==> src/rtl/mux_sel_scheduler_pkg.sv <==
// Shared widths, constants and FSM encoding for the sparse mux select scheduler.
package mux_sched_pkg;

    localparam int NUM_IN = 16;
    localparam int SEL_W  = $clog2(NUM_IN + 1);
    localparam int IDX_W  = $clog2(NUM_IN);
    localparam int GRP_W  = 8;

    // Select value that routes the constant-zero leg of the 17-to-1 mux.
    localparam logic [SEL_W-1:0] ZERO_SEL = SEL_W'(NUM_IN);

    typedef enum logic {
        IDLE  = 1'b0,
        ISSUE = 1'b1
    } sched_state_t;

endpackage

==> src/rtl/mux_sel_scheduler_lsb_prio_enc.sv <==
// Lowest-set-bit priority encoder with any / exactly-one flags.
// Latency: combinational.
// Backpressure: none, pure function of its input.
module lsb_prio_enc
    import mux_sched_pkg::*;
(
    input  logic [NUM_IN-1:0] vec,
    output logic [IDX_W-1:0]  idx,
    output logic              any,
    output logic              one_hot
);

    always_comb begin
        idx = '0;
        for (int i = NUM_IN - 1; i >= 0; i--) begin
            if (vec[i]) begin
                idx = IDX_W'(i);
            end
        end
    end

    assign any     = |vec;
    // Clearing the lowest set bit leaves zero only when a single bit was set.
    assign one_hot = any && ((vec & (vec - NUM_IN'(1))) == '0);

endmodule

==> src/rtl/mux_sel_scheduler.sv <==
// Issues one mux select per set mask bit (lowest first), zero-select for empty groups.
// Latency: 1 cycle from mask accept to first beat; one beat per cycle, no bubble between groups.
// Backpressure: beats hold while out_ready is low; in_ready only in IDLE or on the taken last beat.
module mux_sel_scheduler
    import mux_sched_pkg::*;
#(
    parameter int GRP_CNT_W = GRP_W
) (
    input  logic                 clk,
    input  logic                 reset,
    input  logic                 in_valid,
    input  logic [NUM_IN-1:0]    in_mask,
    output logic                 in_ready,
    output logic                 out_valid,
    output logic [SEL_W-1:0]     out_sel,
    output logic                 out_last,
    output logic [3:0]           out_beat,
    input  logic                 out_ready,
    output logic [GRP_CNT_W-1:0] grp_cnt
);

    sched_state_t         state_q, state_d;
    logic [NUM_IN-1:0]    rem_q, rem_d;
    logic [3:0]           beat_q, beat_d;
    logic                 zflag_q, zflag_d;
    logic [GRP_CNT_W-1:0] grp_q, grp_d;

    logic [IDX_W-1:0] low_idx;
    logic             rem_any;
    logic             rem_one;
    logic             out_hs;

    lsb_prio_enc u_enc (
        .vec     (rem_q),
        .idx     (low_idx),
        .any     (rem_any),
        .one_hot (rem_one)
    );

    // rem is zero both in IDLE and for an empty group, so both present ZERO_SEL.
    assign out_valid = (state_q == ISSUE);
    assign out_sel   = rem_any ? SEL_W'(low_idx) : ZERO_SEL;
    assign out_last  = out_valid && (zflag_q || rem_one);
    assign out_beat  = beat_q;
    assign grp_cnt   = grp_q;

    assign out_hs   = out_valid && out_ready;
    assign in_ready = (state_q == IDLE) || (out_hs && out_last);

    always_comb begin
        state_d = state_q;
        rem_d   = rem_q;
        beat_d  = beat_q;
        zflag_d = zflag_q;
        grp_d   = grp_q;
        unique case (state_q)
            IDLE: begin
                if (in_valid) begin
                    state_d = ISSUE;
                    rem_d   = in_mask;
                    beat_d  = '0;
                    zflag_d = (in_mask == '0);
                end
            end
            ISSUE: begin
                if (out_hs) begin
                    if (out_last) begin
                        grp_d = grp_q + GRP_CNT_W'(1);
                        if (in_valid) begin
                            rem_d   = in_mask;
                            beat_d  = '0;
                            zflag_d = (in_mask == '0);
                        end else begin
                            state_d = IDLE;
                            rem_d   = '0;
                            beat_d  = '0;
                            zflag_d = 1'b0;
                        end
                    end else begin
                        rem_d  = rem_q & (rem_q - NUM_IN'(1));
                        beat_d = beat_q + 4'd1;
                    end
                end
            end
            default: state_d = IDLE;
        endcase
    end

    always_ff @(posedge clk or posedge reset) begin
        if (reset) begin
            state_q <= IDLE;
            rem_q   <= '0;
            beat_q  <= '0;
            zflag_q <= 1'b0;
            grp_q   <= '0;
        end else begin
            state_q <= state_d;
            rem_q   <= rem_d;
            beat_q  <= beat_d;
            zflag_q <= zflag_d;
            grp_q   <= grp_d;
        end
    end

endmodule

==> config.mk <==
export PLATFORM = sky130hd
export DESIGN_NAME = mux_sel_scheduler
export DESIGN_NICKNAME = d
export VERILOG_FILES = /design/src/rtl/mux_sel_scheduler_pkg.sv /design/src/rtl/mux_sel_scheduler_lsb_prio_enc.sv /design/src/rtl/mux_sel_scheduler.sv
export SDC_FILE = /design/constraint.sdc
export NUM_CORES = 1
export LEC_CHECK = 0
export ABC_AREA = 1
export BUFFER_PORTS_ARGS = -buffer_cell sky130_fd_sc_hd__buf_4
export CORE_AREA = 10 10 94 71
export DETAILED_ROUTE_END_ITERATION = 16
export DIE_AREA = 0 0 104 81
export PLACE_DENSITY = 0.74
export SLEW_MARGIN = 20
export SYNTH_ARGS = -nofsm -noshare
export SYNTH_HDL_FRONTEND = slang
export SYNTH_SLANG_ARGS = --single-unit
==> constraint.sdc <==
create_clock -name clk -period 1.7 [get_ports clk]
set_input_delay 0.34 -clock clk [delete_from_list [all_inputs] [get_ports clk]]
set_output_delay 0.34 -clock clk [all_outputs]
set_load 0.005 [all_outputs]
==> out/qor.tcl <==
set qor(outcome) {complete, but fails checks}
set qor(failed_checks) {setup timing}
set qor(drcViolationCount) 0
set qor(period_share_pct) 137.9
set qor(gp_congestion) 0.9010
set qor(post_synth.cell_area_avg_um2) 6.549
set qor(postLayoutCellArea_mm2) 0.003475
set qor(postSynthCellCount) 329
set qor(finalWirelength_mm) 7.961
set qor(timing.critical_path.cells) {nor2_4, nand2_4, nor2_4, nand2_1, nand2_1, nand2_2, nor2_4, nand3_2, nand2_4, nand2_4, nand2_4, buf_6}
set qor(worstMarginPinSlew_ps) 575.6
set qor(clk-insertion-delay-late_ps) 290
set qor(period_needed_ps) 2344
set qor(ys_async_sr_fraction_pct) 100.0
set qor(cts_tree) {done}
set qor(antenna_violations_before_repair) 0
set qor(timing.critical_path.to_type) {primary output}
set qor(powerDensity_mw_per_mm2) 777.7
set qor(fin_worst_skew_ps) 5.867
set qor(synthesis.nets) 351
set qor(globalRouteOverflowTotal) 0
set qor(ys_seq_area_share_pct) 34.84
set qor(maximum_buffer_depth_of_the_clock_tree) 2
set qor(synthesis.yosys.warnings) 0
set qor(post_route_cells_drive_above_1_share_pct) 46.61
set qor(required_time_of_the_critical_path_ps) 1360
set qor(setup_repair_after_global_routing_missed_its_margin) {true}
set qor(multiInputGateArea_mm2) 0.001483
set qor(yosys-top-cells-count) {nand2_1 (101), nor2_1 (59), inv_1 (35)}
set qor(ff_latch_area_um2) 752.0
set qor(route.detailed.vias_per_inst) 5.239
set qor(power.leakage_nw) 1.846
set qor(finalHoldWorstSlack_ps) 131.0
set qor(grt_pass1_vias) 2698
set qor(floorplan.core_area_mm2) 0.005010
set qor(critical_path.startpoint_type) {flop}
set qor(ys_ff_latch) 30
set qor(slew_violations) 0
set qor(vdd_ir_drop_max_v) 0.0005868
set qor(grt_max_degree) 31
set qor(totalNegativeSetupSlack_ps) -14030
set qor(die_width_um) 104
set qor(timing.final.ws_setup_ps) -644.3
set qor(placement_rows) 22
set qor(worst-setup-path-type) {reg -> out}
set qor(number_of_nets_with_antenna_violations_after_detailed_routing) 0
set qor(gr-usage-all-layers_pct) 19.03
set qor(worst_hold_path_type) {in -> async}
set qor(worst_ep_arrival_time_ps) 2000
set qor(ys_types) 27
set qor(detailed_place.area_mm2) 0.002939
set qor(layout.core_utilization_pct) 69.36
set qor(fmax_ghz) 0.4266
set qor(setup-violations-final) 37
set qor(clk_sink_count) 30
set qor(synth.most_common_cell) {nand2_1}
set qor(master_of_the_slowest_instance_on_the_critical_path) {dfrtp_1}
set qor(worst_path_most_repeated_cell) {nand2_4}
set qor(clk_pin_slew_worst_paths_ps) 70
set qor(max-slew-margin-rel_pct) 61.27
set qor(drv.max_cap_violation_count) 0
set qor(antenna-diode-count) 0
set qor(wl_per_cell_um) 15.49
set qor(hold_violations) 0
set qor(fillCellCount) 403
set qor(drt_first_pass_iters) 5
set qor(dp_hpwl_mm) 5.194
set qor(num-nets-final) 463
set qor(boundaryPins) 40
set qor(design.die.area_mm2) 0.008424
set qor(worstPathMaxFanout) 6
set qor(synth.area.top_cells) {dfrtp_1 (35%), nand2_1 (18%), nor2_1 (10%)}
set qor(initial_utilization_pct) 43.01
set qor(grt_pass1_wl_mm) 13.23
set qor(die_height_um) 81
set qor(clock_root_buffer) {clkbuf_8}
set qor(synth_area_mm2) 0.002155
set qor(htree_levels) 2
set qor(detailedRoute.firstIterationViolations) 242
set qor(yosys.area.top_type_share_pct) 34.84
set qor(dominant_cell_type_by_area_after_synthesis) {dfrtp_1}
set qor(portBuffers) 39
set qor(area_growth_pct) 61.27
set qor(synth-edff-count) 0
set qor(crit_path_max_incr_delay_ps) 420
set qor(synth_top_flop_cell) {dfrtp_1}
set qor(cts_buffers) 5
set qor(vias) 2693
set qor(r2r_setup_slack_ps) -450
==> power by group <==
part           total, mW  switching, mW  internal [mW]
registers          0.991          0.163          0.828
clock network      0.606          0.280          0.326
logic               1.11          0.531          0.574
==> per-stage QoR <==
stage	total power, mW	setup slack [ps]	std cells
global route	2.849	-755.0	514
global placement	1.887	-288.5	488
CTS	2.583	-576.7	511
detailed placement	1.908	-326.9	488
finish	2.702	-644.3	514
floorplan	1.400	-89.45	329
==> flip-flops by register name, summed over array words and instances (netlist names) <==
name       count
out_valid      1
out_beat       4
rem_q         16
zflag_q        1
grp_cnt        8
==> repair_timing <==
action | in CTS | in global routing
pin swaps | 20 | 20
gates resized for setup | 56 | 49
endpoints found under the setup margin | 37 | 37
hold buffers | 0 | 0
gates cloned | 1 | 0
buffers inserted | 19 | 12
==> cells in the final DEF, fill, tap and decap left out, types with 2 or more instances in the layout <==
cell type  synthesis  final
buf_4              0     97
nand2_1          101     77
nor2_1            59     44
inv_1             35     29
dfrtp_1           30     29
nand2_2           13     28
nand3_1           23     21
buf_6              0     14
nor2_2             5     12
a21oi_2            9     12
nand2_4            3     10
nor2_4             1      9
o21ai_1            2      7
xor2_1             7      7
clkbuf_8           0      6
a21oi_1            8      5
nor4_1             4      4
inv_2              0      3
nand4_1            3      3
nand3_2            1      3
nand2_8            0      3
inv_4              0      2
o21ai_0            8      2
nor3_1             2      2
ha_1               2      2
==> cells by family after synthesis <==
kind of cell,after synthesis,share of synthesized area [%]
flops,30,34.84
simple gates,215,43.50
xor+xnor,9,3.659
buf+inv,44,8.304
fa+ha+maj,2,1.161
compound gates,29,8.537
==> per-layer routing <==
metal  global-route usage (%)  vias to the layer above  wire length (um)  part of all wire [%]
met5                        0                        -                 0                     0
met2                    31.38                      131              3721                    47
met3                    5.138                       27               661                   8.3
met1                    23.60                     1277              3381                    42
met4                    7.479                        0               197                   2.5
li1                         -                     1258                 -                     -
==> critical path, delay by kind of cell (launching register included) <==
| family | cells | cell delay (ps) |
|---|---|---|
| buffers and inverters | 1 | 90 |
| flip-flops | 1 | 420 |
| AND/OR/NAND/NOR | 11 | 1220 |
==> area by class of cell <==
cell class / count / area share, %
Sequential cell: 30 / 21.64
Tap cell: 72 / 2.593
Inverter: 36 / 4.393
Timing Repair Buffer: 112 / 26.07
Clock inverter: 1 / 0.1440
Clock buffer: 7 / 2.485
Multi-Input combinational cell: 256 / 42.67
==> final timing paths <==
path | startpoint | to | cells after the start
worst min-delay path | reset | grp_cnt[6] | 3
worst min register to register | grp_cnt[7] | grp_cnt[7] | 1
min in group clk | in_mask[0] | rem_q[0] | 3
worst max register to register | rem_q[0] | rem_q[3] | 16
max in group asynchronous | reset | rem_q[2] | 3
worst max-delay path | rem_q[0] | in_ready | 12
Note: power is estimated with default switching activity, not from simulation.
